[config.mk]
export PLATFORM = sky130hd
export DESIGN_NAME = spi_controller
export DESIGN_NICKNAME = d
export VERILOG_FILES = /design/src/rtl/spi_controller.sv
export SDC_FILE = /design/constraint.sdc
export NUM_CORES = 1
export LEC_CHECK = 0
export ABC_AREA = 1
export ABC_CLOCK_PERIOD_IN_PS = 1800
export BUFFER_PORTS_ARGS = -buffer_cell sky130_fd_sc_hd__buf_4
export CAP_MARGIN = 0
export CELL_PAD_IN_SITES_DETAIL_PLACEMENT = 1
export CELL_PAD_IN_SITES_GLOBAL_PLACEMENT = 1
export CORE_AREA = 8 8 98 82
export DETAILED_ROUTE_END_ITERATION = 10
export DIE_AREA = 0 0 106 90
export PLACE_DENSITY_LB_ADDON = 0.25
export SETUP_SLACK_MARGIN = 0.02
export SLEW_MARGIN = 5
export SYNTH_ARGS = -nofsm -noshare
export SYNTH_HDL_FRONTEND = slang
export SYNTH_SLANG_ARGS = --single-unit
[constraint.sdc]
create_clock -name clk -period 1.8 [get_ports clk]
set_input_delay 0.18 -clock clk [delete_from_list [all_inputs] [get_ports clk]]
set_output_delay 0.18 -clock clk [all_outputs]
set_load 0.03 [all_outputs]
[src/rtl/spi_controller.sv]
// SPI mode-0 controller: one start pulse runs one WIDTH-bit MSB-first transfer
// and returns the received word with a one-cycle done strobe.
module spi_controller #(
    parameter int WIDTH  = 8,
    parameter int CLKDIV = 4,
    parameter int CNTW   = 8
) (
    input  logic             clk,
    input  logic             reset,
    input  logic             start,
    input  logic [WIDTH-1:0] txdata,
    output logic [WIDTH-1:0] rxdata,
    output logic             busy,
    output logic             done,
    output logic             sclk,
    output logic             cs,
    output logic             mosi,
    input  logic             miso
);

    localparam int BW = (WIDTH > 2) ? $clog2(WIDTH) : 1;

    localparam logic [1:0] IDLE = 2'd0;
    localparam logic [1:0] LOW  = 2'd1;
    localparam logic [1:0] HIGH = 2'd2;
    localparam logic [1:0] HOLD = 2'd3;

    logic [1:0]       state;
    logic [CNTW-1:0]  divcnt;
    logic [BW-1:0]    bitcnt;
    logic [WIDTH-1:0] tx_sr;
    logic [WIDTH-1:0] rx_sr;
    logic             div_last;

    assign div_last = (divcnt == CNTW'(CLKDIV - 1));

    always_ff @(posedge clk) begin
        if (reset) begin
            state  <= IDLE;
            divcnt <= '0;
            bitcnt <= '0;
            tx_sr  <= '0;
            rx_sr  <= '0;
            rxdata <= '0;
            busy   <= 1'b0;
            done   <= 1'b0;
            sclk   <= 1'b0;
            cs     <= 1'b1;
            mosi   <= 1'b0;
        end else begin
            done <= 1'b0;
            case (state)
                IDLE: begin
                    if (start) begin
                        // tx_sr holds the bits still to send; its MSB is the next mosi value
                        tx_sr  <= {txdata[WIDTH-2:0], 1'b0};
                        mosi   <= txdata[WIDTH-1];
                        cs     <= 1'b0;
                        busy   <= 1'b1;
                        bitcnt <= '0;
                        divcnt <= '0;
                        state  <= LOW;
                    end
                end
                LOW: begin
                    if (div_last) begin
                        sclk   <= 1'b1;
                        rx_sr  <= {rx_sr[WIDTH-2:0], miso};
                        divcnt <= '0;
                        state  <= HIGH;
                    end else begin
                        divcnt <= divcnt + CNTW'(1);
                    end
                end
                HIGH: begin
                    if (div_last) begin
                        sclk   <= 1'b0;
                        divcnt <= '0;
                        if (bitcnt == BW'(WIDTH - 1)) begin
                            state <= HOLD;
                        end else begin
                            bitcnt <= bitcnt + BW'(1);
                            mosi   <= tx_sr[WIDTH-1];
                            tx_sr  <= {tx_sr[WIDTH-2:0], 1'b0};
                            state  <= LOW;
                        end
                    end else begin
                        divcnt <= divcnt + CNTW'(1);
                    end
                end
                default: begin
                    if (div_last) begin
                        cs     <= 1'b1;
                        rxdata <= rx_sr;
                        done   <= 1'b1;
                        busy   <= 1'b0;
                        mosi   <= 1'b0;
                        divcnt <= '0;
                        state  <= IDLE;
                    end else begin
                        divcnt <= divcnt + CNTW'(1);
                    end
                end
            endcase
        end
    end

endmodule

**Word-level counts from Yosys, hierarchy flattened**

Index checks and enable logic that the tools add are counted.

- Word-level logic and storage cells: 67
- Bits of input ports: 12
- Register bits: 42

- Bitwise operators: 3
- Mux-type cells: 29
- Add/sub/neg operators: 2
- Equality and inequality tests: 8
- Reductions and logical operators: 14

Operator list:

| kind | number |
|---|---|
| 8-bit 2-to-1 mux | 6 |
| 8-bit one-hot mux with 2 select lines | 1 |
| 2-bit 2-to-1 mux | 5 |
| 3-bit 2-to-1 mux | 3 |
| 8-bit by 1-bit adder with 8-bit output (second input constant) | 1 |
| 8-bit by 2-bit == test with 1-bit output (second input constant) | 1 |
| 1-bit 2-to-1 mux | 8 |
| 2-bit inequality test (second input constant) | 4 |
| 4-bit AND reduction | 2 |
| 1-bit one-hot mux with 2 select lines | 3 |
| 2-bit one-hot mux with 3 select lines | 1 |
| 3-bit one-hot mux with 2 select lines | 1 |
| 3-bit AND reduction | 2 |
| 2-bit nonzero test | 3 |
| 5-bit AND reduction | 1 |
| 2-bit AND reduction | 2 |
| 4-bit OR reduction | 1 |
| 3-bit by 1-bit adder with 3-bit output (second input constant) | 1 |
| 3-bit == test (second input constant) | 1 |
| 1-bit inverter | 3 |
| 1-bit one-hot mux with 3 select lines | 1 |
| 3-bit OR reduction | 1 |
| 2-bit by 1-bit == test with 1-bit output (second input constant) | 1 |
| 2-bit == test (second input constant) | 1 |
| 2 further kinds | 2 |

**Logic depth before layout (Yosys ltp)**

- Depth after elaboration: 4
- Mapped depth: 11

**Least setup slack after synthesis**

No wires, ideal clock.

- Path type: flip-flop to flip-flop
- Start: reg state[0]
- End: reg tx_sr[7]
- Period minus slack after synthesis: 1.597 ns
- Cell stages (with the launch flop): 12
- Arrival: 1.482 ns
- Buffers on the path: 2
- Data required time: 1.685 ns
- Path slack: 0.203 ns
- Setup time: 0.115 ns
- Cell sequence: dfxtp_1 > inv_1 > ha_1 > inv_2 > or2_1 > buf_6 > clkinv_4 > nor2_4 > buf_6 > nand3_2 > nand2_2 > a21oi_2

- Cells in the longest elaborated chain, start to end: 3

RTL lines:

| element | line | text |
|---|---|---|
| from (decl) | 28 | `logic [1:0] state;` |
| from (signal assigned) | 39 | `state <= IDLE;` |
| from (signal assigned) | 62 | `state <= LOW;` |
| from (signal assigned) | 70 | `state <= HIGH;` |
| 2-bit == test or 2-bit zero test (tied branches) | 52 | `case (state)` |
| 2-bit inequality test (no source line) or 2-bit nonzero test (tied branches) | - |  |
| 4-bit AND reduction (no source line) | - |  |
| to (signal assigned) | 56 | `tx_sr <= {txdata[WIDTH-2:0], 1'b0};` |
| to (signal assigned) | 84 | `tx_sr <= {tx_sr[WIDTH-2:0], 1'b0};` |
| to (decl) | 31 | `logic [WIDTH-1:0] tx_sr;` |

Parallel ways exist; a longest one is shown, timed or not.
A chain may end at the register's enable or synchronous reset.

**Final worst setup path**

- Start: reg divcnt[0]
- End: reg rx_sr[3]

- Cells in the longest elaborated chain, start to end: 2

RTL lines:

| element | line | text |
|---|---|---|
| from (decl) | 29 | `logic [CNTW-1:0] divcnt;` |
| from (signal assigned) | 72 | `divcnt <= divcnt + CNTW'(1);` |
| from (signal assigned) | 88 | `divcnt <= divcnt + CNTW'(1);` |
| from (signal assigned) | 101 | `divcnt <= divcnt + CNTW'(1);` |
| 8-bit by 2-bit == test with 1-bit output | 35 | `assign div_last = (divcnt == CNTW'(CLKDIV - 1));` |
| 2-bit AND reduction (no source line) | - |  |
| to (signal assigned) | 68 | `rx_sr <= {rx_sr[WIDTH-2:0], miso};` |
| to (decl) | 32 | `logic [WIDTH-1:0] rx_sr;` |

Every way passes these cells.

==> results.py <==
metrics = {
    "sta": {
        "period_share_pct": 89.2,
        "rsz0062_at_grt": "false",
        "timing_worst_slew_pin_value_ps": 495,
        "timing.fmax_ghz": 0.623,
        "setup_slack_ps": 194,
        "relSlewSlack_pct": 66.7,
        "setup-violations-final": 0,
        "finalHoldViolCount": 0,
        "fin_tns_setup_ps": 0,
        "fin_crit_ps": 1610,
        "slew_viol_final": 0,
        "fin_skew_ps": 10.7,
    },
    "drt": {
        "ant_nets": 0,
        "detail_route.iter0.violations": 37,
        "post-route-drc-count": 0,
        "wl_um": 4880,
        "vias": 1749,
        "viasPerCell": 4.58,
        "dr.pass1.iters": 4,
        "wl_per_cell_um": 12.8,
    },
    "logic_synthesis": {
        "synth_top_area_share_pct": 43.8,
        "synth_edf_count": 0,
        "synth.distinct_cells": 25,
        "async_flop_share_pct": 0,
        "yosysSeqAreaShare_pct": 43.8,
        "ys_top_cells_by_area": "dfxtp_1 (44%), nand2_1 (10%), nor2_1 (9.2%)",
        "synthTopCellsByCount": "nand2_1 (52), nor2_1 (46), dfxtp_1 (41), o21ai_0 (27), a21oi_1 (20)",
        "ys.flop_type": "dfxtp_1",
        "synth_top_area_cell": "dfxtp_1",
        "syn-num-nets": 278,
        "synth-seq-cells": 41,
        "synth_warnings": 0,
        "syn_area_um2": 1870,
        "syn_inst": 259,
        "synth_most_common_cell": "nand2_1",
        "syn_avg_cell_area_um2": 7.24,
    },
    "worst_setup_path": {
        "critical_path.max_fanout": 9,
        "worst-setup-path-type": "reg -> reg",
        "crit_chain": "ha_1 > nand2_1 > nor2_1 > nand2_2 > nor2_4 > inv_1 > nor2_1 > nor2_1",
        "crit_family": "simple AND/OR/NAND/NOR gates",
        "rr_worst_depth": 8,
        "critical_path_buf_inv_count": 1,
        "cp-start-kind": "flip-flop",
        "cp_slowest_stage_delay_ps": 380,
        "cp_data_arrival_time_ps": 1800,
        "r2r-end": "rx_sr[3]",
        "cp-end-kind": "flip-flop",
        "cp_slowest_cell": "dfxtp_1",
        "rr_startpoint": "divcnt[0]",
        "reg2reg_slack_ps": 190,
        "path_common_cell": "nor2_1",
        "cp.required_ps": 2000,
    },
    "worst_hold_path": {
        "min_path_type": "in -> reg",
        "whs_path_depth": 3,
        "min-delay-start": "miso",
        "whs_endpoint": "rx_sr[0]",
    },
    "cts": {
        "cts-root-buf": "clkbuf_8",
        "cts_tree": "built",
        "cts.sink_count": 41,
        "cts_buffers": 5,
        "path_clk_slew_ps": 90,
        "cts_buffer_depth": 2,
        "worstSkewPairLatency_ps": 310,
        "htree_levels": 2,
        "cts_hold_buf": 0,
    },
    "global_route": {
        "grt_overflow": 0,
        "grt_pass1_vias": 1828,
        "grt_antenna_before_repair": 0,
        "grt_max_degree": 18,
        "grt_pass1_wl_um": 8580,
        "globalRouteTotalUtil_pct": 11.1,
    },
    "power_and_ir_drop": {
        "switchingPower_mw": 1.05,
        "power.density_nw_per_um2": 1190,
        "combPwrFrac_pct": 37.7,
        "vdd_drop_max_uv": 323,
        "intPower_mw": 1.69,
        "p_sw_share_pct": 38.4,
        "total_leakage_power_nw": 1.05,
        "seqPwrFrac_pct": 39.8,
        "clkPwrFrac_pct": 22.5,
    },
    "place": {
        "routabilityCongestion": 0.757,
        "dpl.hpwl_um": 3610,
        "post-place-ws_ps": 56.8,
        "port_buffers": 24,
        "placed_cell_area_um2": 2190,
    },
    "floorplanning": {
        "start_util_pct": 28.5,
        "die_h_um": 90,
        "core_area_um2": 6590,
        "io-pin-count": 25,
        "rows": 27,
        "fp.dieArea_um2": 9540,
        "die_w_um": 106,
    },
    "final_layout": {
        "fin_util_pct": 35.0,
        "fill_cells": 836,
        "antenna-diode-count": 0,
        "area_growth_pct": 23.2,
        "drive_gt1_share_pct": 20.0,
        "final_cell_area_um2": 2310,
        "nets": 313,
    },
    "run": {
        "cap_violations": 0,
    },
    "status": {
        "status": "completed",
    },
}
## kinds of logic after synthesis
| group | share of synthesized area, % |
|---|---|
| mux | 0.534 |
| fa+ha+maj | 4.67 |
| buf+inv | 7.08 |
| simple gates | 30.0 |
| xor+xnor | 0.467 |
| compound gates | 13.4 |
| flops | 43.8 |
## power by group through the flow
stage	registers, mW	clock network (mW)	logic (mW)
2_1_floorplan	1.15	0	0.653
3_3_place_gp	1.11	0	0.959
3_5_place_dp	1.11	0	0.978
4_1_cts	1.09	0.646	0.982
5_1_grt	1.11	0.678	1.17
6_report	1.09	0.616	1.03
## sequential cells by signal, indices dropped and copies added (netlist names)
name	count
rxdata	8
busy	1
sclk	1
tx_sr	7
divcnt	8
cs	1
state	2
mosi	1
bitcnt	3
rx_sr	8
done	1
## cell usage in the layout (no fill, tap or decap), types with 2 or more instances in the layout
master and instances:
a21oi_1 20, buf_4 34, clkbuf_8 5, clkinv_2 2, dfxtp_1 39, dfxtp_2 2
ha_1 7, inv_1 18, inv_2 3, nand2_1 51, nand2_2 4, nand3_1 19
nand4_1 4, nor2_1 46, nor2_4 2, o21ai_0 25, o21ai_1 2
## metrics by stage
| stage | hold slack, ps | power [mW] | std cells |
|---|---|---|---|
| floorplan | 315 | 1.80 | 259 |
| global placement | 411 | 2.07 | 372 |
| detailed placement | 421 | 2.09 | 372 |
| CTS | 96.2 | 2.71 | 380 |
| global route | 138 | 2.95 | 382 |
| finish | 104 | 2.74 | 382 |
## worst max path at each step
stage	start	endpoint	slack, ps	cells after the start
detailed placement	state[1]	tx_sr[3]	60	9
finish	divcnt[0]	rx_sr[3]	190	8
floorplan	state[0]	tx_sr[7]	200	11
global route	divcnt[0]	rx_sr[3]	20	8
global placement	state[1]	tx_sr[5]	140	9
CTS	state[1]	tx_sr[5]	40	9
## final cells by class
class / instances / area (um2) / share of cell area (%)
Multi-Input combinational cell: 188 / 923 / 40.0
Sequential cell: 41 / 823 / 35.7
Timing Repair Buffer: 35 / 275 / 11.9
Tap cell: 87 / 109 / 4.72
Inverter: 23 / 91.3 / 3.96
Clock buffer: 5 / 68.8 / 2.98
Clock inverter: 3 / 17.5 / 0.759
## worst min-delay path, cell delays in order
cell	delay [ps]
buf_4	70
nor2_1	30
nor2_1	80
## metal layers
metal / wire length [um] / global-route usage, %
met3: 137 / 2.92
met4: 99 / 5.26
met1: 2580 / 13.8
met2: 2070 / 17.2
met5: 0 / 0
## what timing repair did
action,in CTS,in global routing
setup endpoints to repair,0,20
setup buffers,0,2
resized for setup,0,6
(Power assumes the default switching activity.)
